### src/rtl/data_mem_responder_pkg.sv
// Shared types and constants for the CPU data-memory responder:
// controller state encoding, read-path select codes and MMIO offsets.
package cpu_pkg;

  typedef enum logic {
    MEM_CLEAR = 1'b0,
    MEM_RUN   = 1'b1
  } mem_state_t;

  // Which source feeds the read-data output this cycle.
  typedef enum logic [1:0] {
    RD_ZERO = 2'd0,
    RD_RAM  = 2'd1,
    RD_MMIO = 2'd2
  } rd_sel_t;

  // Offsets inside the MMIO window.
  localparam logic [1:0] MMIO_GPIO_OUT = 2'd0;
  localparam logic [1:0] MMIO_GPIO_IN  = 2'd1;
  localparam logic [1:0] MMIO_TICK     = 2'd2;
  localparam logic [1:0] MMIO_RSVD     = 2'd3;

  // Number of decoded registers in the MMIO window.
  localparam int MMIO_SPAN = 4;

endpackage

### src/rtl/data_mem_responder_if.sv
// CPU data-memory port as seen from both ends: the CPU (master) drives
// address, write data and write strobe; the responder (slave) returns
// read data one cycle after the address is sampled.
interface data_mem_responder_if #(
  parameter int ADDR_W = 8,
  parameter int DATA_W = 8
);

  logic [ADDR_W-1:0] addr;
  logic [DATA_W-1:0] wData;
  logic              write;
  logic [DATA_W-1:0] rData;

  modport master (
    output addr,
    output wData,
    output write,
    input  rData
  );

  modport slave (
    input  addr,
    input  wData,
    input  write,
    output rData
  );

endinterface

### src/rtl/data_mem_responder_ram.sv
// Single-port synchronous RAM, read-first: a read and a write to the same
// address on the same edge return the data held before the write.
// Contents are never reset.
module ram_sp #(
  parameter int ADDR_W = 8,
  parameter int DATA_W = 8
) (
  input  logic              clk,
  input  logic              we,
  input  logic [ADDR_W-1:0] addr,
  input  logic [DATA_W-1:0] wData,
  output logic [DATA_W-1:0] rData
);

  localparam int DEPTH = 2 ** ADDR_W;

  logic [DATA_W-1:0] mem_r [DEPTH];
  logic [DATA_W-1:0] rData_r;

  // Storage write and registered read-first read port.
  always_ff @(posedge clk) begin
    if (we) begin
      mem_r[addr] <= wData;
    end
    rData_r <= mem_r[addr];
  end

  assign rData = rData_r;

endmodule

### src/rtl/data_mem_responder.sv
// Responder end of the CPU data-memory port. Backs 2**ADDR_W bytes of
// synchronous RAM plus a four-register MMIO window at MMIO_BASE
// (GPIO out, synchronised GPIO in, free-running tick counter, reserved).
// Build option MEM_CLEAR_ON_RESET_EN: after every reset the RAM below
// MMIO_BASE is swept to zero, one address per cycle, while _oBusy holds
// the CPU in reset. Without it the responder starts serving immediately
// and _oBusy is tied low.
module data_mem_responder
  import cpu_pkg::*;
#(
  parameter int                ADDR_W    = 8,
  parameter int                DATA_W    = 8,
  parameter logic [ADDR_W-1:0] MMIO_BASE = 8'hFC
) (
  input  logic                 _iClk,
  input  logic                 _iReset,
  data_mem_responder_if.slave  bus,
  input  logic [DATA_W-1:0]    _iGpioIn,
  output logic [DATA_W-1:0]    _oGpioOut,
  output logic                 _oBusy
);

`ifdef MEM_CLEAR_ON_RESET_EN
  localparam mem_state_t RESET_STATE = MEM_CLEAR;
`else
  localparam mem_state_t RESET_STATE = MEM_RUN;
`endif

  mem_state_t        state_r;
  mem_state_t        stateNext_s;
  rd_sel_t           rdSel_r;
  rd_sel_t           rdSelNext_s;

  logic [ADDR_W-1:0] offFull_s;
  logic [1:0]        mmioOff_s;
  logic              isMmio_s;
  logic              offInRange_s;
  logic              cpuWrEn_s;

  logic              ramWe_s;
  logic [ADDR_W-1:0] ramAddr_s;
  logic [DATA_W-1:0] ramWData_s;
  logic [DATA_W-1:0] ramRData_s;

  logic [DATA_W-1:0] gpioOut_r;
  logic [DATA_W-1:0] gpioOutNext_s;
  logic [DATA_W-1:0] gpioSync1_r;
  logic [DATA_W-1:0] gpioSync2_r;
  logic [DATA_W-1:0] tick_r;
  logic [DATA_W-1:0] tickNext_s;
  logic [DATA_W-1:0] mmioData_r;
  logic [DATA_W-1:0] mmioRdNext_s;

`ifdef MEM_CLEAR_ON_RESET_EN
  logic [ADDR_W-1:0] clrAddr_r;
  logic [ADDR_W-1:0] clrAddrNext_s;
  logic              busy_r;
`endif

  // Address decode: MMIO window membership and offset inside it.
  always_comb begin
    offFull_s    = bus.addr - MMIO_BASE;
    isMmio_s     = (bus.addr >= MMIO_BASE);
    offInRange_s = (offFull_s < ADDR_W'(MMIO_SPAN));
    mmioOff_s    = offFull_s[1:0];
    cpuWrEn_s    = bus.write && (state_r == MEM_RUN);
  end

  // Controller next state and clear-sweep address.
  always_comb begin
    stateNext_s = state_r;
`ifdef MEM_CLEAR_ON_RESET_EN
    clrAddrNext_s = clrAddr_r;
    case (state_r)
      MEM_CLEAR: begin
        if (clrAddr_r == (MMIO_BASE - ADDR_W'(1))) begin
          stateNext_s   = MEM_RUN;
          clrAddrNext_s = '0;
        end else begin
          stateNext_s   = MEM_CLEAR;
          clrAddrNext_s = clrAddr_r + ADDR_W'(1);
        end
      end
      MEM_RUN: begin
        stateNext_s = MEM_RUN;
      end
      default: begin
        stateNext_s   = RESET_STATE;
        clrAddrNext_s = '0;
      end
    endcase
`else
    case (state_r)
      MEM_RUN: stateNext_s = MEM_RUN;
      default: stateNext_s = MEM_RUN;
    endcase
`endif
  end

  // Controller state register; reset always restarts any sweep from 0.
  always_ff @(posedge _iClk or negedge _iReset) begin
    if (!_iReset) begin
      state_r   <= RESET_STATE;
`ifdef MEM_CLEAR_ON_RESET_EN
      clrAddr_r <= '0;
      busy_r    <= 1'b1;
`endif
    end else begin
      state_r   <= stateNext_s;
`ifdef MEM_CLEAR_ON_RESET_EN
      clrAddr_r <= clrAddrNext_s;
      busy_r    <= (stateNext_s == MEM_CLEAR);
`endif
    end
  end

  // RAM port mux: the clear sweep owns the port while it runs, else the CPU.
  always_comb begin
    ramWe_s    = cpuWrEn_s && !isMmio_s;
    ramAddr_s  = bus.addr;
    ramWData_s = bus.wData;
`ifdef MEM_CLEAR_ON_RESET_EN
    if (state_r == MEM_CLEAR) begin
      ramWe_s    = 1'b1;
      ramAddr_s  = clrAddr_r;
      ramWData_s = '0;
    end else begin
      ramWe_s    = cpuWrEn_s && !isMmio_s;
      ramAddr_s  = bus.addr;
      ramWData_s = bus.wData;
    end
`endif
  end

  ram_sp #(
    .ADDR_W (ADDR_W),
    .DATA_W (DATA_W)
  ) u_ram (
    .clk   (_iClk),
    .we    (ramWe_s),
    .addr  (ramAddr_s),
    .wData (ramWData_s),
    .rData (ramRData_s)
  );

  // MMIO write side: GPIO out update and tick clear/increment.
  always_comb begin
    gpioOutNext_s = gpioOut_r;
    tickNext_s    = tick_r;
    if (cpuWrEn_s && isMmio_s && offInRange_s && (mmioOff_s == MMIO_GPIO_OUT)) begin
      gpioOutNext_s = bus.wData;
    end else begin
      gpioOutNext_s = gpioOut_r;
    end
    if (cpuWrEn_s && isMmio_s && offInRange_s && (mmioOff_s == MMIO_TICK)) begin
      tickNext_s = '0;
    end else if (state_r == MEM_RUN) begin
      tickNext_s = tick_r + DATA_W'(1'b1);
    end else begin
      tickNext_s = tick_r;
    end
  end

  // MMIO read side: pick the source for the cycle after the address sample.
  // The tick value returned is the one the counter holds after this edge.
  always_comb begin
    rdSelNext_s  = RD_ZERO;
    mmioRdNext_s = '0;
    if (state_r == MEM_RUN) begin
      if (isMmio_s) begin
        rdSelNext_s = RD_MMIO;
        if (offInRange_s) begin
          case (mmioOff_s)
            MMIO_GPIO_OUT: mmioRdNext_s = gpioOut_r;
            MMIO_GPIO_IN:  mmioRdNext_s = gpioSync2_r;
            MMIO_TICK:     mmioRdNext_s = tickNext_s;
            MMIO_RSVD:     mmioRdNext_s = '0;
            default:       mmioRdNext_s = '0;
          endcase
        end else begin
          mmioRdNext_s = '0;
        end
      end else begin
        rdSelNext_s = RD_RAM;
      end
    end else begin
      rdSelNext_s = RD_ZERO;
    end
  end

  // MMIO registers, GPIO input synchroniser and registered read select.
  always_ff @(posedge _iClk or negedge _iReset) begin
    if (!_iReset) begin
      gpioOut_r   <= '0;
      gpioSync1_r <= '0;
      gpioSync2_r <= '0;
      tick_r      <= '0;
      mmioData_r  <= '0;
      rdSel_r     <= RD_ZERO;
    end else begin
      gpioOut_r   <= gpioOutNext_s;
      gpioSync1_r <= _iGpioIn;
      gpioSync2_r <= gpioSync1_r;
      tick_r      <= tickNext_s;
      mmioData_r  <= mmioRdNext_s;
      rdSel_r     <= rdSelNext_s;
    end
  end

  // Read-data mux between RAM output and MMIO holding register.
  always_comb begin
    bus.rData = '0;
    case (rdSel_r)
      RD_RAM:  bus.rData = ramRData_s;
      RD_MMIO: bus.rData = mmioData_r;
      RD_ZERO: bus.rData = '0;
      default: bus.rData = '0;
    endcase
  end

  assign _oGpioOut = gpioOut_r;

`ifdef MEM_CLEAR_ON_RESET_EN
  assign _oBusy = busy_r;
`else
  assign _oBusy = 1'b0;
`endif

endmodule

### src/flat_wrapper.sv
// flat-port wrapper written by rule: the top's interface ports become plain ports
module data_mem_responder_flat import cpu_pkg::*;
#(
  parameter int                ADDR_W    = 8,
  parameter int                DATA_W    = 8,
  parameter logic [ADDR_W-1:0] MMIO_BASE = 8'hFC
)
  (_iClk, _iReset, _iGpioIn, _oGpioOut, _oBusy, bus_addr, bus_wData, bus_write, bus_rData);
  data_mem_responder_if #(.ADDR_W(ADDR_W), .DATA_W(DATA_W)) bus_i ();
  input  logic _iClk;
  input  logic _iReset;
  input  logic [DATA_W-1:0] _iGpioIn;
  output logic [DATA_W-1:0] _oGpioOut;
  output logic _oBusy;
  input wire logic [$bits(bus_i.addr)-1:0] bus_addr;
  input wire logic [$bits(bus_i.wData)-1:0] bus_wData;
  input wire logic [$bits(bus_i.write)-1:0] bus_write;
  output wire logic [$bits(bus_i.rData)-1:0] bus_rData;
  assign bus_i.addr = bus_addr;
  assign bus_i.wData = bus_wData;
  assign bus_i.write = bus_write;
  assign bus_rData = bus_i.rData;
  data_mem_responder #(.ADDR_W(ADDR_W), .DATA_W(DATA_W), .MMIO_BASE(MMIO_BASE)) u_core (._iClk(_iClk), ._iReset(_iReset), .bus(bus_i), ._iGpioIn(_iGpioIn), ._oGpioOut(_oGpioOut), ._oBusy(_oBusy));
endmodule
### config.mk
export PLATFORM = sky130hd
export DESIGN_NAME = data_mem_responder_flat
export DESIGN_NICKNAME = d
export VERILOG_FILES = /design/src/rtl/data_mem_responder_pkg.sv /design/src/rtl/data_mem_responder_if.sv /design/src/rtl/data_mem_responder_ram.sv /design/src/rtl/data_mem_responder.sv /design/src/flat_wrapper.sv
export SDC_FILE = /design/constraint.sdc
export NUM_CORES = 2
export LEC_CHECK = 0
export ABC_AREA = 0
export BUFFER_PORTS_ARGS = -buffer_cell sky130_fd_sc_hd__buf_2
export CAP_MARGIN = 20
export CORE_MARGIN = 4
export CORE_UTILIZATION = 40
export CTS_CLUSTER_SIZE = 12
export DETAILED_ROUTE_END_ITERATION = 6
export SYNTH_ARGS = -nofsm -noshare
export SYNTH_HDL_FRONTEND = slang
export SYNTH_SLANG_ARGS = --single-unit
### constraint.sdc
create_clock -name _iClk -period 2.7 [get_ports _iClk]
set_input_delay 0.27 -clock _iClk [delete_from_list [all_inputs] [get_ports _iClk]]
set_output_delay 0.27 -clock _iClk [all_outputs]
set_load 0.1 [all_outputs]
==> impl_metrics.csv <==
group,metric,value,unit
hold_path,min_path_type,"input pin to flip-flop",
timing,worst_slew_pin_slew,1.08,ns
routing,vias_per_cell,5.74,
synth,synth-seq-cells,2098,
setup_path,crit_slowest_cell,"nor4_2",
setup_path,required,3.45,ns
timing,rsz0062_at_grt,"no",
setup_path,critPathKind,"flip-flop to flip-flop",
routing,postRouteAntennaNets,0,
synth,synth.area.top_cells,"edfxtp_1, mux4_2, nor2_1",
routing,first_pass_iters,7,
pwr,p_per_area,698,nW/um2
pwr,swShare,0.221,
timing,hold_violations,0,
grt,gr-total-overflow,0,
hold_path,hold_depth,1,
synth,ys_async_sr_fraction,0.0200,
floorplanning,core,200000,um2
status,outcome,"finished, violations left",
timing,setup_slack,0.0783,ns
synth,yosysSeqAreaShare,0.776,
timing,finalCriticalPeriod,2.62,ns
timing,whs,0.0238,ns
pwr,vdd_drop_max,0.579,mV
clock_network,post-cts-setup-buffers,0,
synth,synth_top_cells_by_count,"edfxtp_1, mux4_2, nor2_1",
grt,grt_pass1_vias,41833,
status,violations,"design-rule violations",
synth,synth-edff-count,2048,
routing,drc,2,
pwr,p_int,52.5,mW
grt,antenna_found_initial,10,
floorplanning,rows,164,
clock_network,cts_max_level,4,
clock_network,cts.sinks,2098,
clock_network,clk_pin_slew,0.06,ns
synth,synth_ff_type,"edfxtp_1",
synth,synth_cell_types,57,
clock_network,cts_buffers,208,
placement,dp_slack,-0.980,ns
setup_path,critical_path.cell_chain,"mux4_2 -> a22oi_1 -> a21oi_1 -> nor4_2 -> buf_4 -> nor3_1 -> or3_1",
timing,drv_slew,0,
synth,synth_area,80800,um2
pwr,clkPwrFrac,0.402,
grt,grt_max_degree,113,
floorplanning,die_h,457,um
clock_network,cts_tree,"built",
floorplanning,dieArea,209000,um2
placement,dp_hpwl,145,mm
floorplanning,die_w,457,um
grt,grt_use_total,0.209,
setup_path,critPathArrivalTime,3.37,ns
synth,synthDominantCellAreaShare,0.761,
pwr,p_switching,14.9,mW
grt,grt_pass1_wl,315,mm
synth,yosysMostFrequentCell,"edfxtp_1",
floorplanning,initial_core_util,0.403,
clock_network,clock_latency,0.87,ns
clock_network,clockBufferDepth,3,
routing,drtIter0Drc,5207,
clock_network,clockRootBuffer,"clkbuf_16",
setup_path,r2r_cells,7,
timing,skew,0.0649,ns
final_layout,fin_nets,4490,
final_layout,area_growth,19.4,%
pwr,p_comb_frac,0.063,
placement,place.gp.congestion,0.885,
pwr,seq_power_share,0.536,
routing,vias,41703,
timing,relSlewSlack,0.279,
placement,port_buffers,42,
final_layout,drive_gt1_frac,0.343,
synth,synth_top_cell_by_area,"edfxtp_1",
routing,routed_wl,220,mm
floorplanning,ioPinCount,44,
setup_path,cp_num_cells,7,
pwr,p_total,67.3,mW
timing,fmax,381,MHz
synth,avgSynthCellArea,21.9,um2
timing,setup_tns,0,ns
setup_path,cpPeakStageDelay,0.57,ns
timing,finalCritPeriodShare,0.971,
routing,wl_per_cell,30.3,um
pwr,p_leak,31.3,nW
final_layout,design_area,96400,um2
setup_path,crit_fanout,1,
setup_path,cp_num_buf_inv,1,
setup_path,critPathTopFamily,"simple AND/OR/NAND/NOR gates",
synth,yosys_warnings,0,
timing,finalSetupViolations,0,
flow_run,drv_cap,0,
synth,postSynthCellCount,3680,
setup_path,start_kind,"flip-flop",
placement,place_area,89900,um2
setup_path,critPathCaptureType,"flip-flop",
## metrics by stage
step / utilization / instances
global route: 0.481 / 7260
global placement: 0.449 / 6890
floorplan: - / 3712
detailed placement: 0.449 / 6890
finish: 0.481 / 7262
CTS: 0.481 / 7258
## routing by layer
metal	vias up	global-route usage	share of wire
met5	-	0	0.0011
met4	4	0.0651	0.031
met3	349	0.0397	0.080
met2	1871	0.328	0.48
met1	22488	0.298	0.41
li1	16991	-	-
## timing repair
item                       in CTS  in global routing
gates resized for setup         4                 10
hold endpoints to repair      214                  0
hold buffers                   16                  0
setup endpoints to repair       2                 10
## worst register-to-register path, stage by stage, from the launching register on
cell and delay [ns]:
edfxtp_1 0.41, mux4_2 0.53, a22oi_1 0.23, a21oi_1 0.19
nor4_2 0.57, buf_4 0.22, nor3_1 0.05, or3_1 0.34
## flip-flops by register name, indices dropped and copies added (netlist names)
name,count
u_core.rdSel_r,2
u_core.mmioData_r,8
u_core.gpioSync1_r,8
u_core.gpioSync2_r,8
u_core._oGpioOut,8
u_core.u_ram.mem_r,2048
u_core.u_ram.rData,8
u_core.tick_r,8
## cell usage in the layout (no fill, tap or decap), types with 7 or more instances in the layout
cell and instances:
inv_1 8, nand3_1 20, nand2b_1 18, a21oi_1 63
clkbuf_1 70, conb_1 33, clkinv_16 11, nor2_1 288
dlygate4sd3_1 16, edfxtp_1 2048, buf_12 98, a22oi_1 120
or3_1 7, clkinv_2 13, clkbuf_16 208, clkbuf_4 8
mux4_2 542, a211oi_1 9, mux2_2 14, nor4_1 10
buf_4 601, dfrtp_1 42, clkinv_1 32, dfxtp_1 8
o22ai_1 36, nand2_1 51, buf_2 22, clkbuf_8 17
mux2i_1 47, nand2_2 8, nor2b_1 20, nor3_1 7
## final timing paths
check,from,to,slack [ns]
max,u_core.u_ram.mem_r[55][2],u_core.u_ram.rData[2],0.08
min,bus_wData[0],u_core.u_ram.mem_r[109][0],0.02
max reg2reg,u_core.u_ram.mem_r[55][2],u_core.u_ram.rData[2],0.08
min reg2reg,u_core.gpioSync1_r[4],u_core.gpioSync2_r[4],0.35
max in group asynchronous,_iReset,u_core.gpioSync2_r[7],2.05
min in group asynchronous,_iReset,u_core.gpioSync2_r[4],0.08
## kinds of logic after synthesis
group,Yosys count,synth area share
buffers and inverters,226,0.0148
XOR/XNOR,6,0.000651
other,1,0.0000464
flip-flops,2098,0.776
AO/OA/AOI/OAI,271,0.0232
adder cells (fa/ha/maj),3,0.000465
AND/OR/NAND/NOR,472,0.0255
multiplexers,603,0.159
## final cells by class
cell class | instances | area, um2
Tap cell | 2656 | 3320
Fill cell | 16329 | 104000
Clock buffer | 287 | 5590
Sequential cell | 2098 | 62700
Inverter | 8 | 30.0
Multi-Input combinational cell | 1388 | 17100
Timing Repair Buffer | 756 | 6960
Antenna cell | 4 | 10.0
Clock inverter | 65 | 708
## power groups by stage
stage	Sequential [mW]	Combinational [mW]	Clock (mW)
CTS	36.0	4.24	27.5
floorplan	36.7	1.97	0
detailed placement	36.7	4.20	0
global route	36.0	4.44	29.0
finish	36.1	4.23	27.0
global placement	36.7	4.16	0
Note: power is estimated with default switching activity, not from simulation.
